--- config.mk ---
export PLATFORM = sky130hd
export DESIGN_NAME = frame_write_arbiter
export DESIGN_NICKNAME = d
export VERILOG_FILES = /design/src/rtl/frame_write_arbiter.sv
export SDC_FILE = /design/constraint.sdc
export NUM_CORES = 1
export LEC_CHECK = 0
export CAP_MARGIN = 20
export CELL_PAD_IN_SITES_DETAIL_PLACEMENT = 1
export CELL_PAD_IN_SITES_GLOBAL_PLACEMENT = 1
export CORE_UTILIZATION = 31
export CTS_BUF_LIST = sky130_fd_sc_hd__clkbuf_8
export DETAILED_ROUTE_END_ITERATION = 10
export PLACE_DENSITY = 0.75
export SYNTH_ARGS = -nofsm -noshare
export SYNTH_HDL_FRONTEND = slang
export SYNTH_SLANG_ARGS = --single-unit
--- constraint.sdc ---
create_clock -name pclk -period 1.79 [get_ports pclk]
set_input_delay 0.179 -clock pclk [delete_from_list [all_inputs] [get_ports pclk]]
set_output_delay 0.179 -clock pclk [all_outputs]
set_load 0.02 [all_outputs]
--- src/rtl/frame_write_arbiter.sv ---
// ---------------------------------------------------------------------------
// frame_write_arbiter
//
// Owns the single write port of the 176x144 RGB332 frame-buffer DP RAM and
// shares it between three writers with fixed priority:
//   camera capture (no backpressure) > clear engine > host (req/ack).
// Live/frozen capture changes only on vsync rising edges, so a displayed
// frame is never half-updated.
//
// Optional feature (macro FRAME_WRITE_ARBITER_STATS_EN): adds saturating
// statistics outputs cam_drop_cnt and host_wait_cnt.
//
// Ports
//   pclk, rst_n            pixel clock, synchronous active-low reset
//   vsync                  camera vsync, rising edge = frame boundary
//   cam_we/addr/data       capture write strobe, address, pixel
//   host_req/addr/data     host write request (held until ack), address, pixel
//   host_ack               one-cycle pulse, host write accepted
//   freeze                 level, 1 = stop camera updates at next boundary
//   clear_start            pulse, start full-frame clear
//   clear_busy             clear engine running
//   frozen                 camera writes currently blocked
//   frame_cnt              live frames accepted (wraps)
//   ram_we/addr/data       registered DP RAM write port
//   cam_drop_cnt           (stats) cam_we cycles while frozen, saturating
//   host_wait_cnt          (stats) host_req cycles without a win, saturating
// ---------------------------------------------------------------------------
module frame_write_arbiter #(
  parameter int unsigned ADDR_W       = 15,
  parameter int unsigned FRAME_PIXELS = 25344,
  parameter logic [7:0]  CLEAR_COLOR  = 8'h00
) (
  input  logic              pclk,
  input  logic              rst_n,
  input  logic              vsync,
  input  logic              cam_we,
  input  logic [ADDR_W-1:0] cam_addr,
  input  logic [7:0]        cam_data,
  input  logic              host_req,
  input  logic [ADDR_W-1:0] host_addr,
  input  logic [7:0]        host_data,
  output logic              host_ack,
  input  logic              freeze,
  input  logic              clear_start,
  output logic              clear_busy,
  output logic              frozen,
  output logic [7:0]        frame_cnt,
  output logic              ram_we,
  output logic [ADDR_W-1:0] ram_addr,
`ifdef FRAME_WRITE_ARBITER_STATS_EN
  output logic [15:0]       cam_drop_cnt,
  output logic [15:0]       host_wait_cnt,
`endif
  output logic [7:0]        ram_data
);

  typedef enum logic {
    CAP_LIVE,
    CAP_FROZEN
  } cap_state_e;

  typedef enum logic {
    CLR_IDLE,
    CLR_RUN
  } clr_state_e;

  // State registers
  cap_state_e        cap_q, cap_d;
  clr_state_e        clr_q, clr_d;
  logic [ADDR_W-1:0] clr_cnt_q, clr_cnt_d;
  logic              vsync_q;
  logic [7:0]        frame_cnt_q, frame_cnt_d;

  // Registered write port
  logic              ram_we_q, ram_we_d;
  logic [ADDR_W-1:0] ram_addr_q, ram_addr_d;
  logic [7:0]        ram_data_q, ram_data_d;
  logic              host_ack_q, host_ack_d;

  // Per-cycle arbitration
  logic fb;
  logic cam_en;
  logic cam_win;
  logic clr_win;
  logic host_win;
  logic win_valid;

  assign fb       = vsync & ~vsync_q;
  assign cam_en   = (cap_q == CAP_LIVE);
  // A camera write while frozen is dropped, leaving the slot free below.
  assign cam_win  = cam_we & cam_en;
  assign clr_win  = (clr_q == CLR_RUN) & ~cam_win;
  assign host_win = host_req & ~cam_win & ~clr_win;

  // Capture sequencing: freeze is only looked at on a frame boundary.
  always_comb begin
    // NOTE: every variable gets a default first so no path can infer a latch.
    cap_d       = cap_q;
    frame_cnt_d = frame_cnt_q;
    if (fb) begin
      if (freeze) begin
        cap_d = CAP_FROZEN;
      end else begin
        cap_d       = CAP_LIVE;
        frame_cnt_d = frame_cnt_q + 8'd1;
      end
    end
  end

  // Clear engine: the counter only moves on slots the engine actually wins.
  always_comb begin
    clr_d     = clr_q;
    clr_cnt_d = clr_cnt_q;
    unique case (clr_q)
      CLR_IDLE: begin
        if (clear_start) begin
          clr_d     = CLR_RUN;
          clr_cnt_d = '0;
        end
      end
      CLR_RUN: begin
        // clear_start is ignored here: a running clear is never restarted.
        if (clr_win) begin
          if (32'(clr_cnt_q) == FRAME_PIXELS - 1) begin
            clr_d     = CLR_IDLE;
            clr_cnt_d = '0;
          end else begin
            clr_cnt_d = clr_cnt_q + ADDR_W'(1);
          end
        end
      end
      default: begin
        clr_d     = CLR_IDLE;
        clr_cnt_d = '0;
      end
    endcase
  end

  // Write mux. Address/data hold their last value in idle slots; an
  // out-of-range winner still shows its address/data but with ram_we low.
  always_comb begin
    win_valid  = 1'b0;
    ram_addr_d = ram_addr_q;
    ram_data_d = ram_data_q;
    if (cam_win) begin
      win_valid  = 1'b1;
      ram_addr_d = cam_addr;
      ram_data_d = cam_data;
    end else if (clr_win) begin
      win_valid  = 1'b1;
      ram_addr_d = clr_cnt_q;
      ram_data_d = CLEAR_COLOR;
    end else if (host_win) begin
      win_valid  = 1'b1;
      ram_addr_d = host_addr;
      ram_data_d = host_data;
    end
    ram_we_d   = win_valid & (32'(ram_addr_d) < FRAME_PIXELS);
    // The host is acked even for a discarded address so it can never hang.
    host_ack_d = host_win;
  end

  always_ff @(posedge pclk) begin
    // NOTE: sequential state uses non-blocking assignments only.
    if (!rst_n) begin
      cap_q       <= CAP_LIVE;
      clr_q       <= CLR_IDLE;
      clr_cnt_q   <= '0;
      vsync_q     <= 1'b0;
      frame_cnt_q <= 8'd0;
      ram_we_q    <= 1'b0;
      ram_addr_q  <= '0;
      ram_data_q  <= 8'd0;
      host_ack_q  <= 1'b0;
    end else begin
      cap_q       <= cap_d;
      clr_q       <= clr_d;
      clr_cnt_q   <= clr_cnt_d;
      vsync_q     <= vsync;
      frame_cnt_q <= frame_cnt_d;
      ram_we_q    <= ram_we_d;
      ram_addr_q  <= ram_addr_d;
      ram_data_q  <= ram_data_d;
      host_ack_q  <= host_ack_d;
    end
  end

  assign ram_we     = ram_we_q;
  assign ram_addr   = ram_addr_q;
  assign ram_data   = ram_data_q;
  assign host_ack   = host_ack_q;
  assign clear_busy = (clr_q == CLR_RUN);
  assign frozen     = (cap_q == CAP_FROZEN);
  assign frame_cnt  = frame_cnt_q;

`ifdef FRAME_WRITE_ARBITER_STATS_EN
  logic [15:0] cam_drop_q, cam_drop_d;
  logic [15:0] host_wait_q, host_wait_d;

  always_comb begin
    cam_drop_d  = cam_drop_q;
    host_wait_d = host_wait_q;
    if (cam_we && !cam_en && cam_drop_q != 16'hFFFF) begin
      cam_drop_d = cam_drop_q + 16'd1;
    end
    if (host_req && !host_win && host_wait_q != 16'hFFFF) begin
      host_wait_d = host_wait_q + 16'd1;
    end
  end

  always_ff @(posedge pclk) begin
    if (!rst_n) begin
      cam_drop_q  <= 16'd0;
      host_wait_q <= 16'd0;
    end else begin
      cam_drop_q  <= cam_drop_d;
      host_wait_q <= host_wait_d;
    end
  end

  assign cam_drop_cnt  = cam_drop_q;
  assign host_wait_cnt = host_wait_q;
`endif

endmodule

==> impl_results.md, run 1 <==
- Status: finished, final reports clean
- CP Data Required Time: 2.00 ns
- # fillers: 988
- Sequential power share: 0.459
- Hold crit path type: primary input to flop
- CP top delay family: simple AND/OR/NAND/NOR gates
- Slowest stage cell, crit path: or3b_4
- Syn avg cell area: 8.63 µm²
- Top FF cell, synth: dfxtp_1
- Final core occ: 0.475
- CTS tree: yes
- Drt first pass iters: 4
- Vias in the first global route: 2632
- Most frequent cells in the layout: 87 x clkdlybuf4s50_1, 49 x dfxtp_1, 28 x buf_4
- Cell depth of the worst setup path: 5
- Detailed-placement wirelength estimate: 6210 µm
- Netlist cell types: 49
- Largest stage delay, worst path: 0.40 ns
- Setup CP Type: flop to flop
- Die area: 8920 µm²
- Area after DPL: 3760 µm²
- Critical path fanouts, max: 6
- Crit path time final: 1.74 ns
- P&R area growth vs syn: 48.0%
- Power share of the combinational group: 0.223
- NetSw: 714 µW
- Diode count: 0
- Vias: 2646
- Pint: 1970 µW
- Total CTS buffers: 5
- Clock sink count: 51
- Longest Clk Path Bufs: 2
- NumNets Final: 467
- Switch share: 0.266
- Final Slew Violations: 0
- Post-Layout Inst Area: 3920 µm²
- Post-synth top area cell: dfxtp_1
- Layout cells sized above 1: 0.150
- MaxCap Viol Count: 0
- Sum Neg Setup Slack: 0 ns
- DRC: 0
- Yosys top cell area share: 0.385
- Routability congestion estimate from global placement: 0.832
- Antenna violations before repair: 0
- Clk_skew: 0.00381 ns
- Arr. time, crit path: 1.95 ns
- Critical path launch point type: flop
- WL per Instance: 16.1 µm
- Dominant cells by area after synthesis: dfxtp_1 39%, mux2i_1 5.3%, o21ai_0 4.7%
- Drt total wl: 8310 µm
- Reg clk slew, reported paths: 0.10 ns
- Final Cycle Share: 0.972
- Skew-Pair Late Insertion Delay: 0.31 ns
- Count of state elements after synthesis: 51
- Ys Warns: 0
- I/O Buffers: 87
- Worst-path cell chain: or3b_4 -> nor4_4 -> or2_4 -> o21ai_0 -> a22o_1
- Crit path buffers/inverters: 0
- F_max: 0.575 GHz
- Reg2Reg Depth: 5
- DR vias/cell: 5.11
- FP Rows: 33
- Clk network pwr share: 0.318
- Rel. slew slack: 0.581
- Die Width: 94.5 µm
- Sequential share of the synthesized area: 0.385
- Most common cell after layout, fill and taps aside: clkdlybuf4s50_1
- RSZ-0062 raised after global routing: yes
- Ys async rst share: 0
- H-tree levels: 2
- PwrDens: 683 nW/µm²
- Hold Path Depth: 3
- Static Leakage: 0.00152 µW
- Largest net degree at the start of global routing: 45
- Final Hold Vio Count: 0
- Die height: 94.5 µm
- Antenna Violating Nets Remaining: 0
- Worst IR drop on VDD: 367 µV
- Core area: 8260 µm²
- Ports: 88
- Post-synth EDFFs: 0
- Mapped Area: 2650 µm²
- Iteration-0 DRC Markers: 98
- Syn Nets: 362
- CTS root buffer: clkbuf_8
- First-pass GRT wire length: 13100 µm
- Cell count after synthesis: 307
- Total grt overflow: 0
- Setup violations, final: 0
- All-Layer GR Usage: 0.186
- Starting Density: 0.321
- Slew @ Worst Pin: 0.626 ns
- Worst setup EP type: flop
==> timing repair <==
| action | 4_1_cts | 5_1_grt |
|---|---|---|
| resized for setup | 0 | 9 |
| buffers inserted | 0 | 3 |
| hold buffers | 0 | 0 |
| setup endpoints to repair | 0 | 5 |
==> sequential cells by signal (all words and copies together), names as in the netlist <==
register    flops
vsync_q         1
frame_cnt       8
ram_addr       15
clear_busy      1
clr_cnt_q      15
ram_data        8
host_ack        1
frozen          1
ram_we          1
==> logic make-up after synthesis <==
logic type,share of synthesized area
AO/OA/AOI/OAI,0.179
multiplexers,0.0869
buffers and inverters,0.0515
flip-flops,0.385
AND/OR/NAND/NOR,0.258
adder cells (fa/ha/maj),0.00944
XOR/XNOR,0.0297
==> power groups by stage <==
stage | Sequential [µW] | Combinational (µW) | Clock, µW
detailed placement | 1260 | 594 | 0
floorplan | 1310 | 236 | 0
global route | 1240 | 650 | 929
CTS | 1230 | 598 | 879
finish | 1230 | 598 | 851
global placement | 1250 | 581 | 0
==> metal layers <==
| layer | up-vias | GRT usage | share of wire |
|---|---|---|---|
| met1 | 1264 | 0.239 | 0.46 |
| met2 | 72 | 0.319 | 0.48 |
| li1 | 1300 | - | - |
| met3 | 10 | 0.0306 | 0.044 |
| met5 | - | 0 | 0 |
| met4 | 0 | 0.0505 | 0.016 |
==> synthesized netlist by cell type, types with 3 or more instances <==
library cell	count
a221oi_1	8
dfxtp_1	51
inv_1	9
or3_1	3
nand2_1	24
clkbuf_1	11
nor3_1	4
mux2i_1	14
a21o_1	3
mux2_2	8
xnor2_1	7
a22oi_1	9
nor2_1	26
o21ai_0	25
a31oi_1	4
nand3_1	12
buf_2	3
a21oi_1	13
and2_1	13
nor2b_1	17
nand4_1	7
==> final timing paths <==
| kind | start | slack (ns) | end |
|---|---|---|---|
| worst max-delay path | clr_cnt_q[13]$_SDFFE_PN0P_ | 0.05 | clr_cnt_q[9]$_SDFFE_PN0P_ |
| worst min-delay path | cam_addr[3] | 0.48 | ram_addr[3]$_SDFFE_PN0P_ |
| worst min register to register | ram_addr[5]$_SDFFE_PN0P_ | 0.53 | ram_addr[5]$_SDFFE_PN0P_ |
| worst max register to register | clr_cnt_q[13]$_SDFFE_PN0P_ | 0.05 | clr_cnt_q[9]$_SDFFE_PN0P_ |
==> worst register-to-register path: stages (launching register included) <==
cell	delay [ns]
dfxtp_2	0.34
or3b_4	0.40
nor4_4	0.37
or2_4	0.22
o21ai_0	0.10
a22o_1	0.22
==> layout make-up <==
type                            count  area [µm²]  share of cell area
Inverter                            9        33.8             0.00862
Sequential cell                    51        1020               0.261
Timing Repair Buffer              116        1100               0.281
Tap cell                          105         131              0.0335
Clock buffer                        6        82.6              0.0211
Clock inverter                      2        35.0             0.00893
Multi-Input combinational cell    229        1510               0.386
==> stage by stage <==
step           worst slack (ns)  std cells  power, µW  hold slack, ns
6_report                 0.0503        518       2680           0.479
5_1_grt                 -0.0523        518       2820           0.501
4_1_cts                  0.0243        514       2710           0.473
3_3_place_gp             0.0515        506       1840           0.510
3_5_place_dp           -0.00228        506       1850           0.511
2_1_floorplan            0.0839        307       1550           0.301
Note: power is estimated with default switching activity, not from simulation.
==> run 2, diff against run 1 <==
--- a/config.mk
+++ b/config.mk
@@ -8,10 +8,10 @@
 export CAP_MARGIN = 20
 export CELL_PAD_IN_SITES_DETAIL_PLACEMENT = 1
 export CELL_PAD_IN_SITES_GLOBAL_PLACEMENT = 1
-export CORE_UTILIZATION = 31
+export CORE_UTILIZATION = 37
 export CTS_BUF_LIST = sky130_fd_sc_hd__clkbuf_8
 export DETAILED_ROUTE_END_ITERATION = 10
-export PLACE_DENSITY = 0.75
+export PLACE_DENSITY = 0.84
 export SYNTH_ARGS = -nofsm -noshare
 export SYNTH_HDL_FRONTEND = slang
 export SYNTH_SLANG_ARGS = --single-unit
==> constraint.sdc (replaced) <==
create_clock -name pclk -period 2.1 [get_ports pclk]
set_input_delay 0.21 -clock pclk [delete_from_list [all_inputs] [get_ports pclk]]
set_output_delay 0.21 -clock pclk [all_outputs]
set_load 0.02 [all_outputs]
==> impl_results.md, run 2 (synthesis gave the netlist of run 1 again) <==
- Status: finished, final reports clean
- Ports: 88 (unchanged)
- Sum Neg Setup Slack: 0 ns (unchanged)
- Iteration-0 DRC Markers: 62 (-37%)
- Drt first pass iters: 4 (unchanged)
- Die area: 7500 µm² (-16%)
- Worst-path cell chain: ha_1 -> nand3_4 -> nor4_4 -> or2_4 -> o21ai_0 -> a22o_1
- Crit path time final: 1.92 ns (+0.182 ns)
- Slowest stage cell, crit path: dfxtp_1
- P&R area growth vs syn: 41.5%
- FP Rows: 30 (-9.1%)
- Final Cycle Share: 0.915 (-0.0570)
- Layout cells sized above 1: 0.101 (-0.0491)
- Clk_skew: 0.00697 ns (+0.00316 ns)
- Core area: 6870 µm² (-17%)
- Worst setup EP type: flop
- Final Slew Violations: 0 (unchanged)
- RSZ-0062 raised after global routing: no
- Most frequent cells in the layout: 87 x clkdlybuf4s50_1, 51 x dfxtp_1, 26 x nor2_1
- Largest net degree at the start of global routing: 45 (unchanged)
- Reg clk slew, reported paths: 0.10 ns (about the same)
- Setup violations, final: 0 (unchanged)
- Die height: 86.6 µm (-8.3%)
- Pre-CTS setup slack: 0.189 ns (+0.191 ns)
- Final Hold Vio Count: 0 (unchanged)
- H-tree levels: 2 (unchanged)
- CTS tree: yes
- Drt total wl: 8440 µm (+1.5%)
- Filler-free cell count of the finished design: 492 (-5.0%)
- Critical path launch point type: flop
- Rel. slew slack: 0.745 (+0.164)
- Worst IR drop on VDD: 272 µV (-26%)
- NumNets Final: 451 (-3.4%)
- Antenna Violating Nets Remaining: 0 (unchanged)
- Starting Density: 0.386 (+0.0649)
- # fillers: 812 (-18%)
- First-pass GRT wire length: 13500 µm (+3.4%)
- MaxCap Viol Count: 0 (unchanged)
- Routability congestion estimate from global placement: 0.855 (+2.8%)
- Vias: 2632 (-0.53%)
- Die Width: 86.6 µm (-8.3%)
- CP Data Required Time: 2.30 ns (+0.30 ns)
- Crit path buffers/inverters: 0 (unchanged)
- CTS root buffer: clkbuf_8
- WL per Instance: 17.2 µm (+6.9%)
- CP top delay family: simple AND/OR/NAND/NOR gates
- Largest stage delay, worst path: 0.40 ns (about the same)
- I/O Buffers: 87 (unchanged)
- Arr. time, crit path: 2.12 ns (+0.17 ns)
- F_max: 0.520 GHz (-9.4%)
- Static Leakage: 0.00143 µW (-6.4%)
- Total CTS buffers: 5 (unchanged)
- Hold crit path type: primary input to flop
- Total grt overflow: 0 (unchanged)
- Detailed-placement wirelength estimate: 6460 µm (+4.0%)
- Post-cts gate resize count: 0 (unchanged)
- Most common cell after layout, fill and taps aside: clkdlybuf4s50_1
- Critical path fanouts, max: 13 (+7)
- Clock sink count: 51 (unchanged)
- Skew-Pair Late Insertion Delay: 0.30 ns (about the same)
- Slew @ Worst Pin: 0.379 ns (-0.247 ns)
- DP Cell Count: 485 (-4.2%)
- DR vias/cell: 5.35 (+4.7%)
- Vias in the first global route: 2792 (+6.1%)
- Diode count: 0 (unchanged)
- Setup bufs post-CTS: 0 (unchanged)
- Longest Clk Path Bufs: 2 (unchanged)
- # hold bufs at CTS: 0 (unchanged)
- All-Layer GR Usage: 0.232 (+0.0468)
- PwrDens: 575 nW/µm² (-16%)
- Setup ws final: 0.179 ns (+0.128 ns)
- DRC: 0 (unchanged)
- Antenna violations before repair: 0 (unchanged)
- Setup CP Type: flop to flop
-- run 2: cell count changes in the layout (fill, tap and decap cells not counted), sizes merged --
cell	before	now
buf	29	14
inv	9	10
bufinv	1	0
or2	3	2
clkinv	1	0
-- run 2: worst register-to-register path, delay by kind of cell (launching register included) --
| family | cells | cell delay [ns] |
|---|---|---|
| AND/OR/NAND/NOR | 3 | 0.82 |
| flip-flops | 1 | 0.40 |
| adder cells (fa/ha/maj) | 1 | 0.26 |
| AO/OA/AOI/OAI | 2 | 0.35 |
-- run 2: stage by stage --
step,utilization,power [µW],hold WS [ns],cell area (µm²)
floorplan,-,1320,0.332,2650
global placement,0.533,1550,0.503,3660
global route,0.546,2260,0.507,3750
CTS,0.546,2170,0.512,3750
finish,0.546,2160,0.514,3750
detailed placement,0.533,1570,0.502,3660
-- run 2: routing by layer --
metal | track usage | vias up | part of all wire
li1 | - | 1272 | -
met3 | 0.0514 | 25 | 0.042
met1 | 0.265 | 1247 | 0.43
met5 | 0 | - | 0
met4 | 0.112 | 0 | 0.033
met2 | 0.411 | 88 | 0.50
-- run 2: final cells by class --
type / count / area [µm²] / share of cell area
clock buffer: 6 / 82.6 / 0.0220
clock inverter: 1 / 8.76 / 0.00234
inverter: 9 / 33.8 / 0.00901
multi-input combinational: 228 / 1500 / 0.399
sequential: 51 / 1020 / 0.272
tap: 96 / 120 / 0.0320
timing repair buffer: 101 / 988 / 0.264
-- run 2: report_power, final --
part	leakage (µW)	switching, µW	total [µW]	internal, µW
logic	0.000961	236	501	265
registers	0.000418	35.4	1050	1020
clock network	0.0000477	338	604	266
total	0.00143	610	2160	1550
-- run 2: final timing paths --
check	from	to	slack (ns)	depth (start not counted)
min	cam_addr[7]	ram_addr[7]$_SDFFE_PN0P_	0.51	3
max	clr_cnt_q[0]$_SDFFE_PN0P_	clr_cnt_q[14]$_SDFFE_PN0P_	0.18	6
min reg2reg	ram_addr[2]$_SDFFE_PN0P_	ram_addr[2]$_SDFFE_PN0P_	0.53	2
max reg2reg	clr_cnt_q[0]$_SDFFE_PN0P_	clr_cnt_q[14]$_SDFFE_PN0P_	0.18	6
